$ cat src/rtl/mips_pkg.sv
// Shared encodings for the multicycle MIPS control path: opcodes, FSM states,
// ALU operation codes and datapath mux selects, plus the bundled control word.
// Pure declarations; no logic, no latency, no flow control.
package mips_pkg;

    // Instruction opcodes (instr[31:26])
    localparam logic [5:0] OP_R    = 6'b000000;
    localparam logic [5:0] OP_LW   = 6'b100011;
    localparam logic [5:0] OP_SW   = 6'b101011;
    localparam logic [5:0] OP_BEQ  = 6'b000100;
    localparam logic [5:0] OP_J    = 6'b000010;
    localparam logic [5:0] OP_ADDI = 6'b001000;

    // Control FSM states; encodings 12-15 are unused and recover to FETCH
    typedef enum logic [3:0] {
        S_FETCH    = 4'd0,
        S_DECODE   = 4'd1,
        S_MEMADR   = 4'd2,
        S_MEMREAD  = 4'd3,
        S_MEMWB    = 4'd4,
        S_MEMWRITE = 4'd5,
        S_EXECUTE  = 4'd6,
        S_ALUWB    = 4'd7,
        S_BRANCH   = 4'd8,
        S_JUMP     = 4'd9,
        S_ADDIEX   = 4'd10,
        S_ADDIWB   = 4'd11
    } state_e;

    // alu_op codes, shared with the ALU control decoder
    localparam logic [1:0] ALUOP_ADD   = 2'b00;
    localparam logic [1:0] ALUOP_SUB   = 2'b01;
    localparam logic [1:0] ALUOP_FUNCT = 2'b10;

    // ALU B-operand select
    localparam logic [1:0] SRCB_B      = 2'b00;
    localparam logic [1:0] SRCB_FOUR   = 2'b01;
    localparam logic [1:0] SRCB_IMM    = 2'b10;
    localparam logic [1:0] SRCB_IMM_SH = 2'b11;

    // Next-PC select
    localparam logic [1:0] PCSRC_ALU    = 2'b00;
    localparam logic [1:0] PCSRC_ALUOUT = 2'b01;
    localparam logic [1:0] PCSRC_JUMP   = 2'b10;

    // Bundled datapath control word
    typedef struct packed {
        logic       pc_write;
        logic       pc_write_cond;
        logic       i_or_d;
        logic       mem_read;
        logic       mem_write;
        logic       ir_write;
        logic       mem_to_reg;
        logic       reg_dst;
        logic       reg_write;
        logic       alu_src_a;
        logic [1:0] alu_src_b;
        logic [1:0] alu_op;
        logic [1:0] pc_source;
        logic       illegal_op;
    } ctrl_t;

    function automatic logic op_is_legal(input logic [5:0] op);
        return (op == OP_R) || (op == OP_LW) || (op == OP_SW) ||
               (op == OP_BEQ) || (op == OP_J) || (op == OP_ADDI);
    endfunction

endpackage

$ cat src/rtl/multicycle_control.sv
// Multicycle MIPS control FSM: sequences fetch/decode/execute/memory/writeback.
// Latency: 3-5 cycles per instruction plus one cycle per mem_ready-low memory cycle.
// Backpressure: mem_ready low holds FETCH/MEMREAD/MEMWRITE with the access strobes asserted.
//
// Ports: clk, rst_n (async active-low); opcode (instr[31:26]); mem_ready (memory
// handshake); datapath controls pc_write..pc_source; illegal_op (one-cycle flag);
// state (current FSM state, debug).
module multicycle_control
    import mips_pkg::*;
(
    input  logic       clk,
    input  logic       rst_n,
    input  logic [5:0] opcode,
    input  logic       mem_ready,
    output logic       pc_write,
    output logic       pc_write_cond,
    output logic       i_or_d,
    output logic       mem_read,
    output logic       mem_write,
    output logic       ir_write,
    output logic       mem_to_reg,
    output logic       reg_dst,
    output logic       reg_write,
    output logic       alu_src_a,
    output logic [1:0] alu_src_b,
    output logic [1:0] alu_op,
    output logic [1:0] pc_source,
    output logic       illegal_op,
    output logic [3:0] state
);

    state_e state_q;
    state_e state_d;
    ctrl_t  ctrl;
    ctrl_t  ctrl_gated;

    // Next-state logic
    always_comb begin
        state_d = S_FETCH;
        case (state_q)
            S_FETCH:    state_d = mem_ready ? S_DECODE : S_FETCH;
            S_DECODE: begin
                case (opcode)
                    OP_LW, OP_SW: state_d = S_MEMADR;
                    OP_R:         state_d = S_EXECUTE;
                    OP_BEQ:       state_d = S_BRANCH;
                    OP_J:         state_d = S_JUMP;
                    OP_ADDI:      state_d = S_ADDIEX;
                    default:      state_d = S_FETCH;
                endcase
            end
            S_MEMADR: begin
                // Opcode is re-sampled here; anything but LW/SW abandons the access
                if (opcode == OP_LW)      state_d = S_MEMREAD;
                else if (opcode == OP_SW) state_d = S_MEMWRITE;
                else                      state_d = S_FETCH;
            end
            S_MEMREAD:  state_d = mem_ready ? S_MEMWB : S_MEMREAD;
            S_MEMWB:    state_d = S_FETCH;
            S_MEMWRITE: state_d = mem_ready ? S_FETCH : S_MEMWRITE;
            S_EXECUTE:  state_d = S_ALUWB;
            S_ALUWB:    state_d = S_FETCH;
            S_BRANCH:   state_d = S_FETCH;
            S_JUMP:     state_d = S_FETCH;
            S_ADDIEX:   state_d = S_ADDIWB;
            S_ADDIWB:   state_d = S_FETCH;
            default:    state_d = S_FETCH;
        endcase
    end

    always_ff @(posedge clk or negedge rst_n) begin
        if (!rst_n) state_q <= S_FETCH;
        else        state_q <= state_d;
    end

    // Output decode: Moore except ir_write/pc_write in FETCH and illegal_op
    always_comb begin
        ctrl = '0;
        case (state_q)
            S_FETCH: begin
                ctrl.mem_read  = 1'b1;
                ctrl.alu_src_b = SRCB_FOUR;
                ctrl.alu_op    = ALUOP_ADD;
                ctrl.pc_source = PCSRC_ALU;
                // IR load and PC+4 commit only on the cycle the fetch completes
                ctrl.ir_write  = mem_ready;
                ctrl.pc_write  = mem_ready;
            end
            S_DECODE: begin
                ctrl.alu_src_b  = SRCB_IMM_SH;
                ctrl.alu_op     = ALUOP_ADD;
                ctrl.illegal_op = !op_is_legal(opcode);
            end
            S_MEMADR: begin
                ctrl.alu_src_a = 1'b1;
                ctrl.alu_src_b = SRCB_IMM;
                ctrl.alu_op    = ALUOP_ADD;
            end
            S_MEMREAD: begin
                ctrl.mem_read = 1'b1;
                ctrl.i_or_d   = 1'b1;
            end
            S_MEMWB: begin
                ctrl.mem_to_reg = 1'b1;
                ctrl.reg_write  = 1'b1;
            end
            S_MEMWRITE: begin
                ctrl.mem_write = 1'b1;
                ctrl.i_or_d    = 1'b1;
            end
            S_EXECUTE: begin
                ctrl.alu_src_a = 1'b1;
                ctrl.alu_src_b = SRCB_B;
                ctrl.alu_op    = ALUOP_FUNCT;
            end
            S_ALUWB: begin
                ctrl.reg_dst   = 1'b1;
                ctrl.reg_write = 1'b1;
            end
            S_BRANCH: begin
                ctrl.alu_src_a     = 1'b1;
                ctrl.alu_src_b     = SRCB_B;
                ctrl.alu_op        = ALUOP_SUB;
                ctrl.pc_write_cond = 1'b1;
                ctrl.pc_source     = PCSRC_ALUOUT;
            end
            S_JUMP: begin
                ctrl.pc_write  = 1'b1;
                ctrl.pc_source = PCSRC_JUMP;
            end
            S_ADDIEX: begin
                ctrl.alu_src_a = 1'b1;
                ctrl.alu_src_b = SRCB_IMM;
                ctrl.alu_op    = ALUOP_ADD;
            end
            S_ADDIWB: begin
                ctrl.reg_write = 1'b1;
            end
            default: ctrl = '0;
        endcase
    end

    // The state register resets to FETCH, whose decode asserts mem_read; gate the
    // whole word with rst_n so nothing reaches memory or the register file in reset.
    assign ctrl_gated = rst_n ? ctrl : '0;

    assign pc_write      = ctrl_gated.pc_write;
    assign pc_write_cond = ctrl_gated.pc_write_cond;
    assign i_or_d        = ctrl_gated.i_or_d;
    assign mem_read      = ctrl_gated.mem_read;
    assign mem_write     = ctrl_gated.mem_write;
    assign ir_write      = ctrl_gated.ir_write;
    assign mem_to_reg    = ctrl_gated.mem_to_reg;
    assign reg_dst       = ctrl_gated.reg_dst;
    assign reg_write     = ctrl_gated.reg_write;
    assign alu_src_a     = ctrl_gated.alu_src_a;
    assign alu_src_b     = ctrl_gated.alu_src_b;
    assign alu_op        = ctrl_gated.alu_op;
    assign pc_source     = ctrl_gated.pc_source;
    assign illegal_op    = ctrl_gated.illegal_op;
    assign state         = state_q;

endmodule

$ cat config.mk
export PLATFORM = sky130hd
export DESIGN_NAME = multicycle_control
export DESIGN_NICKNAME = d
export VERILOG_FILES = /design/src/rtl/mips_pkg.sv /design/src/rtl/multicycle_control.sv
export SDC_FILE = /design/constraint.sdc
export NUM_CORES = 1
export LEC_CHECK = 0
export ABC_AREA = 1
export BUFFER_PORTS_ARGS = -buffer_cell sky130_fd_sc_hd__buf_2
export CAP_MARGIN = 30
export CORE_AREA = 10 10 47 49
export DETAILED_ROUTE_END_ITERATION = 6
export DIE_AREA = 0 0 57 59
export PLACE_DENSITY = 0.75
export SETUP_SLACK_MARGIN = 0.2
export SLEW_MARGIN = 30
export SYNTH_ARGS = -nofsm -noshare
export SYNTH_HDL_FRONTEND = slang
export SYNTH_SLANG_ARGS = --single-unit
export TNS_END_PERCENT = 20
$ cat constraint.sdc
create_clock -name clk -period 2.2 [get_ports clk]
set_input_delay 0.44 -clock clk [delete_from_list [all_inputs] [get_ports clk]]
set_output_delay 0.44 -clock clk [all_outputs]
set_load 0.02 [all_outputs]
**Word-level counts from Yosys, hierarchy flattened**

Index checks and enable logic that the tools add are counted.

- Eq/ne operators: 16
- Mux-type cells: 21
- Reductions and logical operators: 14

Operators by type and width:

| operator | count |
|---|---|
| $pmux W4 S5 | 2 |
| $pmux W4 S7 | 1 |
| $mux W17 | 1 |
| $eq A4 B3 Y1 const B | 4 |
| $eq A4 B4 Y1 const B | 4 |
| $eq A6 B6 Y1 const B | 2 |
| $mux W3 | 4 |
| $mux W1 | 11 |
| $eq A4 B2 Y1 const B | 2 |
| $reduce_or A2 Y1 | 4 |
| $eq A6 B2 Y1 const B | 1 |
| $eq A6 B3 Y1 const B | 1 |
| $eq A6 B4 Y1 const B | 1 |
| $logic_not A6 Y1 | 1 |
| $logic_or A1 B1 Y1 | 5 |
| $eq A4 B1 Y1 const B | 1 |
| $logic_not A4 Y1 | 1 |
| $pmux W2 S2 | 1 |
| $reduce_or A4 Y1 | 1 |
| $reduce_or A3 Y1 | 1 |
| $pmux W1 S2 | 1 |
| $logic_not A1 Y1 | 1 |

- Bits in registers: 4
- Bits of input ports: 9
- Output and inout port bits: 21
- Word-level logic and storage cells: 52

**Longest topological paths before layout**

- Word-level depth: 9
- Depth in mapped cells: 7
- Mapped depth without buffers: 7

**Worst setup path after synthesis**

Ideal clock, no wire load.

- Path type: flip-flop to output port
- Start point: register state_q[3], in the netlist state[3]
- End point: output pc_source[0]
- Arrival time: 1,599 ps
- Required time: 1,760 ps
- Path slack: 161 ps
- Cell stages (with the launch flop): 6
- Buffers on the path: 1
- Cell sequence: dfrtp_1 -> inv_1 -> nor2_1 -> nand2_1 -> nor3_1 -> buf_4

- Longest elaborated chain between the ends: 3
- Elaborated cells on any way between the ends: 4
- Classes of those cells: eq/ne: 2; mux: 2

RTL lines:

| element | RTL line | RTL |
|---|---|---|
| start: declaration | multicycle_control.sv:32 | `state_e state_q;` |
| start signal: assignment | multicycle_control.sv:73 | `else state_q <= state_d;` |
| $eq A4 B4 Y1 | multicycle_control.sv:79 | `case (state_q)` |
| $pmux W2 S2 * | multicycle_control.sv:79 |  |
| $mux W17 * | multicycle_control.sv:145 | `assign ctrl_gated = rst_n ? ctrl : '0;` |
| end: declaration | multicycle_control.sv:27 | `output logic [1:0] pc_source,` |

Mark *: on every way between the ends. The rest lies on a longest branch, timed or not.

**Final worst setup path**

- Start point: register state_q[1], in the netlist state[1]
- End point: output i_or_d

- Longest elaborated chain between the ends: 4
- Elaborated cells on any way between the ends: 5
- Classes of those cells: eq/ne: 2; mux: 2; reduce/logical: 1

RTL lines:

| element | RTL line | RTL |
|---|---|---|
| $eq A4 B2 Y1 or $eq A4 B3 Y1 (tied branches) | multicycle_control.sv:79 |  |
| $reduce_or A2 Y1 (no line) * | -- |  |
| $mux W1 * | multicycle_control.sv:79 |  |
| $mux W17 * | multicycle_control.sv:145 |  |
| end: declaration | multicycle_control.sv:17 | `output logic i_or_d,` |

Marks and branches as above.

==> results.toml <==
[power]
power.density_nw_per_um2 = 362
p_leak_nw = 0.494
peakVddDrop_mv = 0.184

[placed_design]
dpl_cell_area_um2 = 739
place_congestion = 0.878
hpwl_um = 1490
io_buffers = 29
placedCellCount = 156

[synthesis]
yosysTopAreaCellShare_pct = 18.8
syn_nets = 122
synth_seq_area_share_pct = 17.2
synth_top_family_by_area = "simple AND/OR/NAND/NOR gates"
synth.area.mux_share_pct = 0
synth_area_leader_cell = "nand2_1"
ys_types = 15
yosys_register_bits = 4
synthTopCellsByArea = "nand2_1, nor2_1, dfrtp_1, inv_1, nand3_1"
synth_xor_area_share_pct = 0
avgSynthCellArea_um2 = 5.14
synth_simple_gate_area_share_pct = 61.2
yosys_warnings = 0
synth.cell_area_um2 = 581
syn_inst = 113
synth-adder-area-share_pct = 0
synth_compound_area_share_pct = 6.68

[timing]
max_freq_mhz = 530
worst_pin_slew_ns = 0.385
period_share_pct = 85.7
setup_tns_ns = 0
hold_viol_final = 0
period_needed_ns = 1.89
setup_viol = 0
skew_ns = 0.00156
relSlewSlack_pct = 74.3
slew_violations = 0
rsz0062_at_grt = "no"

[detailed_routing]
drc = 0
firstDrtPassIters = 4
drt_iter0_drc = 31
ant_nets = 0
routed_wl_um = 1720
vias = 773
avgViaCountPerCell = 4.86
routedWlPerCell_um = 10.8

[setup_path]
critical_path_class = "flop to primary output"
startpoint_type = "flop"
arrival_ns = 1.45
worst-path-max-fanout = 7
endpoint_kind = "primary output"
slowest_stage = "dfrtp_1"
cp_slowest_stage_delay_ns = 0.50
crit_top_cell = "nand2_1"
required_ns = 1.76
cpLargestDelayFamily = "flip-flops"
critPathBufInv = 2
ff2ff_setup_slack_ns = 1.06
cp_cell_sequence = "nand2_1, inv_1, nand2_1, o22ai_1, buf_2"

[final_layout]
diodes = 0
largest_reg_flops = 4
multi_input_area_um2 = 399
layout_common_cells = "nand2_1, buf_2, nor2_1"
layout.cells.non_filler = 159
n_fill_cell = 153
fin_area_um2 = 762
layout-drive-gt1-share_pct = 30.8
seq_area_um2 = 100
final_nets = 154
area_delta_synth_final_pct = 31.2
postLayoutCoreUtil_pct = 54.4

[clock_tree]
clk_pin_slew_ns = 0.04
clk_path_buf_depth = 2
cts_made_buffers = 3
clk_latency_ns = 0.24
cts_sinks = 4
h-tree-depth = 1
cts_setup_buffers = 0
cts_tree = "done"
postCtsHoldBufs = 0
cts-root-buf = "clkbuf_4"
cts.repair.resized = 0

[global_route]
antenna_found_initial = 0
track_usage_pct = 10.3
grt-ovfl-total = 0
grt_pass1_vias = 735
grt_first_pass_wirelength_um = 2930
grt_start_max_net_pins = 14

[run_status]
status = "completed"

[floorplanning]
rows = 14
io_pins = 30
initial_core_util_pct = 41.4
dieArea_um2 = 3360
core_area_um2 = 1400
die_w_um = 57
die_h_um = 59

[min_path]
worstHoldPathType = "primary input to asynchronous set/reset pin"

[flow_run]
maxCapViolCount = 0
-- synth_stat cells --
cell type / n
nor2_4: 3
nand2_2: 4
o22ai_1: 2
a31oi_1: 1
inv_1: 18
nor2_1: 28
dfrtp_1: 4
nor2_2: 2
clkbuf_1: 1
nand3_1: 11
nand2_1: 29
buf_4: 1
a21oi_1: 4
nor3_1: 3
inv_2: 2
-- worst reg2reg max path, delay by kind of cell, from the launching register on --
kind	cells	cell delay, ns
DFF	1	0.47
buffers and inverters	1	0.07
and+or+nand+nor	5	0.49
-- metrics by stage --
stage               worst slack (ns)  hold WS, ns  total power, W
finish                         0.315       0.0193        0.000276
global route                   0.204       0.0294        0.000294
CTS                            0.299       0.0156        0.000281
detailed placement             0.474        0.268        0.000186
global placement               0.506        0.263        0.000185
floorplan                      0.387        0.144        0.000151
-- final timing paths --
kind                           start       end  cells after the start
setup / recovery            state[1]    i_or_d                      5
hold / removal                 rst_n  state[0]                      1
setup reg to reg            state[1]  state[2]                      6
hold reg to reg             state[2]  state[3]                      3
max in group asynchronous      rst_n  state[1]                      1
min in group clk           opcode[2]  state[1]                      4
-- cells by family (layout without fill, tap and decap cells) --
kind of cell / Yosys count / after routing
DFF: 4 / 4
buffers and inverters: 22 / 52
and+or+nand+nor: 80 / 80
AOI/OAI and AO/OA: 7 / 7
-- power by group --
group	total (W)	internal [W]	switching, W
clock network	0.0000909	0.0000610	0.0000299
logic	0.000102	0.0000318	0.0000702
registers	0.0000830	0.0000770	0.00000607
total	0.000276	0.000170	0.000106
-- layout make-up --
type / count / share of cell area [%]
clock buffer: 3 / 2.96
inverter: 20 / 9.85
multi-input combinational: 87 / 52.4
sequential: 4 / 13.1
tap: 16 / 2.63
timing repair buffer: 29 / 19.0
-- routing by layer --
metal / wire [um] / track usage (%)
met5: 0 / 0
met3: 153 / 3.22
met4: 21 / 6.04
met2: 854 / 18.1
met1: 686 / 10.6
(Power assumes the default switching activity.)
